<file path="config.mk">
export PLATFORM = sky130hd
export DESIGN_NAME = tnn_feature_sequencer
export DESIGN_NICKNAME = d
export VERILOG_FILES = /design/src/rtl/tnn_pkg.sv /design/src/rtl/tnn_feat_quant.sv /design/src/rtl/tnn_feature_sequencer.sv
export SDC_FILE = /design/constraint.sdc
export NUM_CORES = 1
export LEC_CHECK = 0
export BUFFER_PORTS_ARGS = -buffer_cell sky130_fd_sc_hd__buf_2
export CAP_MARGIN = 20
export CORE_ASPECT_RATIO = 0.8
export CORE_UTILIZATION = 55
export CTS_CLUSTER_SIZE = 25
export DETAILED_ROUTE_END_ITERATION = 12
export PLACE_DENSITY = 0.87
export SYNTH_ARGS = -nofsm -noshare
export SYNTH_HDL_FRONTEND = slang
export SYNTH_SLANG_ARGS = --single-unit
</file>
<file path="constraint.sdc">
create_clock -name clk -period 6.2 [get_ports clk]
set_clock_uncertainty 0.1 [all_clocks]
set_input_delay 0 -clock clk [delete_from_list [all_inputs] [get_ports clk]]
set_output_delay 0 -clock clk [all_outputs]
set_load 0.05 [all_outputs]
</file>
<file path="src/rtl/tnn_pkg.sv">
`timescale 1ns/1ps
`default_nettype none
// ==========================================================================
// tnn_pkg : shared widths, sequencer state type, threshold unpack helper
// Rev 1.0
// ==========================================================================
package tnn_pkg;

  localparam int FEAT_N = 7;
  localparam int RAW_W  = 8;
  localparam int Q_W    = 2;
  localparam int N_LVL  = 3;

  typedef enum logic [1:0] {
    COLLECT = 2'd0,
    DRAIN   = 2'd1,
    EVAL    = 2'd2,
    HOLD    = 2'd3
  } state_t;

  // Bit offset of threshold `lvl` of feature `feat` in the packed THRESH vector.
  function automatic int thresh_lsb(input int feat, input int lvl, input int raw_w);
    return (feat * N_LVL + lvl) * raw_w;
  endfunction

endpackage
`default_nettype wire

</file>
<file path="src/rtl/tnn_feat_quant.sv">
`timescale 1ns/1ps
`default_nettype none
// ==========================================================================
// tnn_feat_quant : one raw sample -> 2-bit level against ascending thresholds
// Rev 1.0
// ==========================================================================
module tnn_feat_quant #(
  parameter int RAW_W = tnn_pkg::RAW_W,
  parameter int Q_W   = tnn_pkg::Q_W
) (
  input  logic [RAW_W-1:0] x,
  input  logic [RAW_W-1:0] t0,
  input  logic [RAW_W-1:0] t1,
  input  logic [RAW_W-1:0] t2,
  output logic [Q_W-1:0]   q
);

  always_comb begin
    if (x >= t2)      q = Q_W'(3);
    else if (x >= t1) q = Q_W'(2);
    else if (x >= t0) q = Q_W'(1);
    else              q = Q_W'(0);
  end

endmodule
`default_nettype wire

</file>
<file path="src/rtl/tnn_feature_sequencer.sv">
`timescale 1ns/1ps
`default_nettype none
// ==========================================================================
// tnn_feature_sequencer : assembles quantized feature frames for the TNN core
// and returns its registered class over valid/ready.  Rev 1.0
// ==========================================================================
module tnn_feature_sequencer #(
  parameter int FEAT_N = tnn_pkg::FEAT_N,
  parameter int RAW_W  = tnn_pkg::RAW_W,
  parameter int Q_W    = tnn_pkg::Q_W,
  parameter logic [FEAT_N*3*RAW_W-1:0] THRESH = {FEAT_N{8'd192, 8'd128, 8'd64}}
) (
  input  logic                  clk,
  input  logic                  rst_n,
  input  logic                  s_valid,
  output logic                  s_ready,
  input  logic [RAW_W-1:0]      s_data,
  input  logic                  s_last,
  output logic [FEAT_N*Q_W-1:0] cls_vec,
  input  logic                  cls_bit,
  output logic                  m_valid,
  input  logic                  m_ready,
  output logic                  m_class,
  output logic                  m_err
);

  import tnn_pkg::state_t;
  import tnn_pkg::COLLECT;
  import tnn_pkg::DRAIN;
  import tnn_pkg::EVAL;
  import tnn_pkg::HOLD;
  import tnn_pkg::thresh_lsb;

  localparam int IDX_W = (FEAT_N > 1) ? $clog2(FEAT_N) : 1;
  localparam logic [IDX_W-1:0] LAST_IDX = IDX_W'(FEAT_N - 1);

  state_t                state;
  state_t                state_nx;
  logic [IDX_W-1:0]      idx;
  logic [FEAT_N*Q_W-1:0] vec;
  logic                  s_ready_r;
  logic                  s_ready_nx;
  logic                  s_hs;
  logic                  at_last;
  logic [Q_W-1:0]        q;
  logic [RAW_W-1:0]      thr [FEAT_N][3];

  for (genvar f = 0; f < FEAT_N; f++) begin : g_feat
    for (genvar l = 0; l < 3; l++) begin : g_lvl
      assign thr[f][l] = THRESH[thresh_lsb(f, l, RAW_W) +: RAW_W];
    end
  end

  tnn_feat_quant #(
    .RAW_W (RAW_W),
    .Q_W   (Q_W)
  ) u_quant (
    .x  (s_data),
    .t0 (thr[idx][0]),
    .t1 (thr[idx][1]),
    .t2 (thr[idx][2]),
    .q  (q)
  );

  assign s_hs    = s_valid && s_ready_r;
  assign at_last = (idx == LAST_IDX);

  always_ff @(posedge clk or negedge rst_n) begin
    if (!rst_n) begin
      state     <= COLLECT;
      s_ready_r <= 1'b0;
    end else begin
      state     <= state_nx;
      s_ready_r <= s_ready_nx;
    end
  end

  always_comb begin
    state_nx = state;
    case (state)
      COLLECT: begin
        if (s_hs) begin
          if (s_last)       state_nx = at_last ? EVAL : HOLD;
          else if (at_last) state_nx = DRAIN;
        end
      end
      DRAIN:   if (s_hs && s_last) state_nx = HOLD;
      EVAL:    state_nx = HOLD;
      HOLD:    if (m_ready) state_nx = COLLECT;
      default: state_nx = COLLECT;
    endcase
  end

  // s_ready is registered from the next state so it never sees m_ready combinationally.
  always_comb begin
    s_ready_nx = (state_nx == COLLECT) || (state_nx == DRAIN);
    m_valid    = (state == HOLD);
  end

  always_ff @(posedge clk or negedge rst_n) begin
    if (!rst_n) begin
      idx     <= '0;
      vec     <= '0;
      m_class <= 1'b0;
      m_err   <= 1'b0;
    end else begin
      case (state)
        COLLECT: begin
          if (s_hs) begin
            vec[idx*Q_W +: Q_W] <= q;
            idx <= (s_last || at_last) ? '0 : idx + 1'b1;
            if (s_last && !at_last) begin
              m_class <= 1'b0;
              m_err   <= 1'b1;
            end
          end
        end
        DRAIN: begin
          if (s_hs && s_last) begin
            m_class <= 1'b0;
            m_err   <= 1'b1;
          end
        end
        EVAL: begin
          m_class <= cls_bit;
          m_err   <= 1'b0;
        end
        default: ;
      endcase
    end
  end

  assign s_ready = s_ready_r;
  assign cls_vec = vec;

endmodule
`default_nettype wire

</file>
==> metrics.txt <==
core area 0.00200 mm2; final worst-path cycle share 0.380; FF-to-FF path depth 6; ANT nets after route 0; fin. max-slew vios 0; share of the synthesized area in the top cell type 0.448; RR Endpoint cls_vec[1]; Rows 14; CTS resizes 0; VDD IR max 423 uV; status complete, no violations; Ant. Diodes 0; number of clock buffers inserted by TritonCTS 3; post-synthesis cell count 111; drt total wl 2.48 mm; Final Hold Viols 0; Avg Synthesized Cell Area 11.1 um2; Worst R2R Start idx[0]; Setup crit end kind flop; pwr dens 517 mW/mm2; fin cells 168; max_cap viols 0; total track usage 0.230; initial antenna violation count 0; worst skew pair latency 0.32 ns; area grow syn2layout 20.6%; top layer used by detailed routing met4; vias in the first global route 868; Slew headroom 0.672; Reg2Reg Setup Slack 3.85 ns; Clock transition at path regs 0.13 ns; min Tclk post-route 2.35 ns; RSZ-0062 raised after global routing no; CP startpoint idx[0]; Setup crit start kind flop; Critical Path Fanout Max 11; dpl cells 159; Internal 0.000399 W; setup TNS 0 ns; metal3 WL 144 um; mapped cell area 0.00123 mm2; Worst Path Required 6.31 ns; TritonCTS Sinks 22; layout cells sized above 1 0.340; hold path start s_valid; crit path DAT 2.46 ns; fin nets 171; wire length on met1 1.08 mm; Worst Tran Pin Value 0.493 ns; min-delay worst type in2reg; Yosys cell types 31; leakage 0.776 nW; Net Sw Power 0.000367 W; power share of the combinational group 0.552; sequential share of power 0.304; CTS tree built; FF+latch count, synth 22; top cells by area, synth dfrtp_1 45%, mux2_2 13%, ha_1 12%, nand2_1 3.1%, inv_1 2.7%; synth warn 0; setup violators final 0; via count 970; routability-driven placement congestion ratio 0.835; worst hold stages 4; io pins 32; DR WL met2 1.23 mm; Initial Util 0.615; First-pass DRT Iterations 4; largest net degree at the start of global routing 23; Seq/Total Area, Yosys 0.448; dominant cell type by area after synthesis dfrtp_1; H-tree Lvls 1; Die Wd 54.8 um; full die area 0.00243 mm2; DP HPWL 1.88 mm; fmax 425 MHz; vias per std cell 5.77; Residual DRC 0; initial detailed-routing violation count 14; Routed WL per cell 14.7 um; global-route wire length before repair 3.81 mm; height of the die 44.3 um; Sw Ratio 0.479; I/O Buffers 25; CTS root buf clkbuf_4; Syn Nets 137; total grt overflow 0; clock share of power 0.144; CP Class reg2reg; Clock Path Buffers 2
-- worst max path at each step --
stage / endpoint / depth (start not counted)
after global routing: cls_vec[1] / 6
after floorplan: cls_vec[0] / 6
final: cls_vec[1] / 6
after global placement: cls_vec[1] / 6
after detailed placement: cls_vec[1] / 6
after CTS: cls_vec[1] / 6
-- cells by family after synthesis --
group                    after synthesis  synth area share
adder cells (fa/ha/maj)               12             0.122
multiplexers                          16             0.145
flip-flops                            22             0.448
AND/OR/NAND/NOR                       38             0.186
buffers and inverters                 10            0.0316
AO/OA/AOI/OAI                         13            0.0672
-- power by group through the flow --
stage | Sequential [W] | Clock, W | Combinational, W
global route | 0.000240 | 0.000121 | 0.000455
finish | 0.000233 | 0.000110 | 0.000422
detailed placement | 0.000236 | 0 | 0.000416
global placement | 0.000231 | 0 | 0.000404
floorplan | 0.000357 | 0 | 0.000205
CTS | 0.000232 | 0.000113 | 0.000420
-- cells in the mapped netlist --
master and number:
o21ai_0 5, nor4b_1 1, nor2b_1 1, inv_1 9, nor2_1 5, nor3b_1 1, buf_2 1, nand3_1 5
or4_1 1, mux2_2 14, nor3_1 3, and3_1 2, a211oi_1 1, nor4_4 1, mux2i_1 2, nand4b_1 1
and3_2 2, o22ai_1 1, a31oi_1 1, nor2b_2 1, and3_4 1, a21o_1 1, dfrtp_1 22, or3_4 1
ha_1 12, nand2_1 10, o211ai_1 2, a21oi_1 1, nand4_1 1, a221o_1 1, or2b_1 1
-- critical path: stages, from the launching register on --
cell      delay, ns
dfrtp_1        0.55
inv_1          0.16
ha_1           0.24
ha_1           0.32
nand4b_1       0.28
nor4_4         0.23
mux2_2         0.36
-- sequential cells by signal (all words and copies together) (netlist names), named ones only --
signal   count
cls_vec     14
idx          3
m_class      1
m_err        1
s_ready      1
state        1
-- routing by layer --
layer  track usage  up-vias
met5             0        -
met2         0.373       36
met1         0.287      472
met4        0.0615        0
met3        0.0825        2
li1              -      460
-- repair_timing --
action,CTS,global route
setup buffers,0,0
endpoints found under the hold margin,32,0
hold buffers,5,0
-- area by class of cell --
type                    count  area [um2]
multi-input cells          79         639
flip-flops and latches     22         551
fillers                   134         515
repair buffers             30         175
inverters                   9        33.8
clock inverters             1        30.0
well taps                  24        30.0
clock buffers               3        22.5
-- through the flow --
step                 util  hold slack (ns)  area [um2]  worst slack (ns)  power [W]
global route        0.742           0.0381        1480              3.74   0.000815
global placement    0.690           -0.126        1380              3.94   0.000635
detailed placement  0.690           -0.110        1380              3.88   0.000652
finish              0.742           0.0352        1480              3.85   0.000766
floorplan               -           -0.396        1230              4.07   0.000562
CTS                 0.742           0.0103        1480              3.86   0.000766
-- layout by cell type, fill, tap and decap left out, types with 5 or more instances in the layout --
master / Yosys / layout
inv_1: 9 / 9
dlygate4sd3_1: 0 / 5
nor2_1: 5 / 5
mux2_2: 14 / 14
dfrtp_1: 22 / 22
nand2_1: 10 / 10
buf_2: 1 / 25
o21ai_0: 5 / 5
nand3_1: 5 / 5
ha_1: 12 / 12
Power figures use the tool's default switching activity.
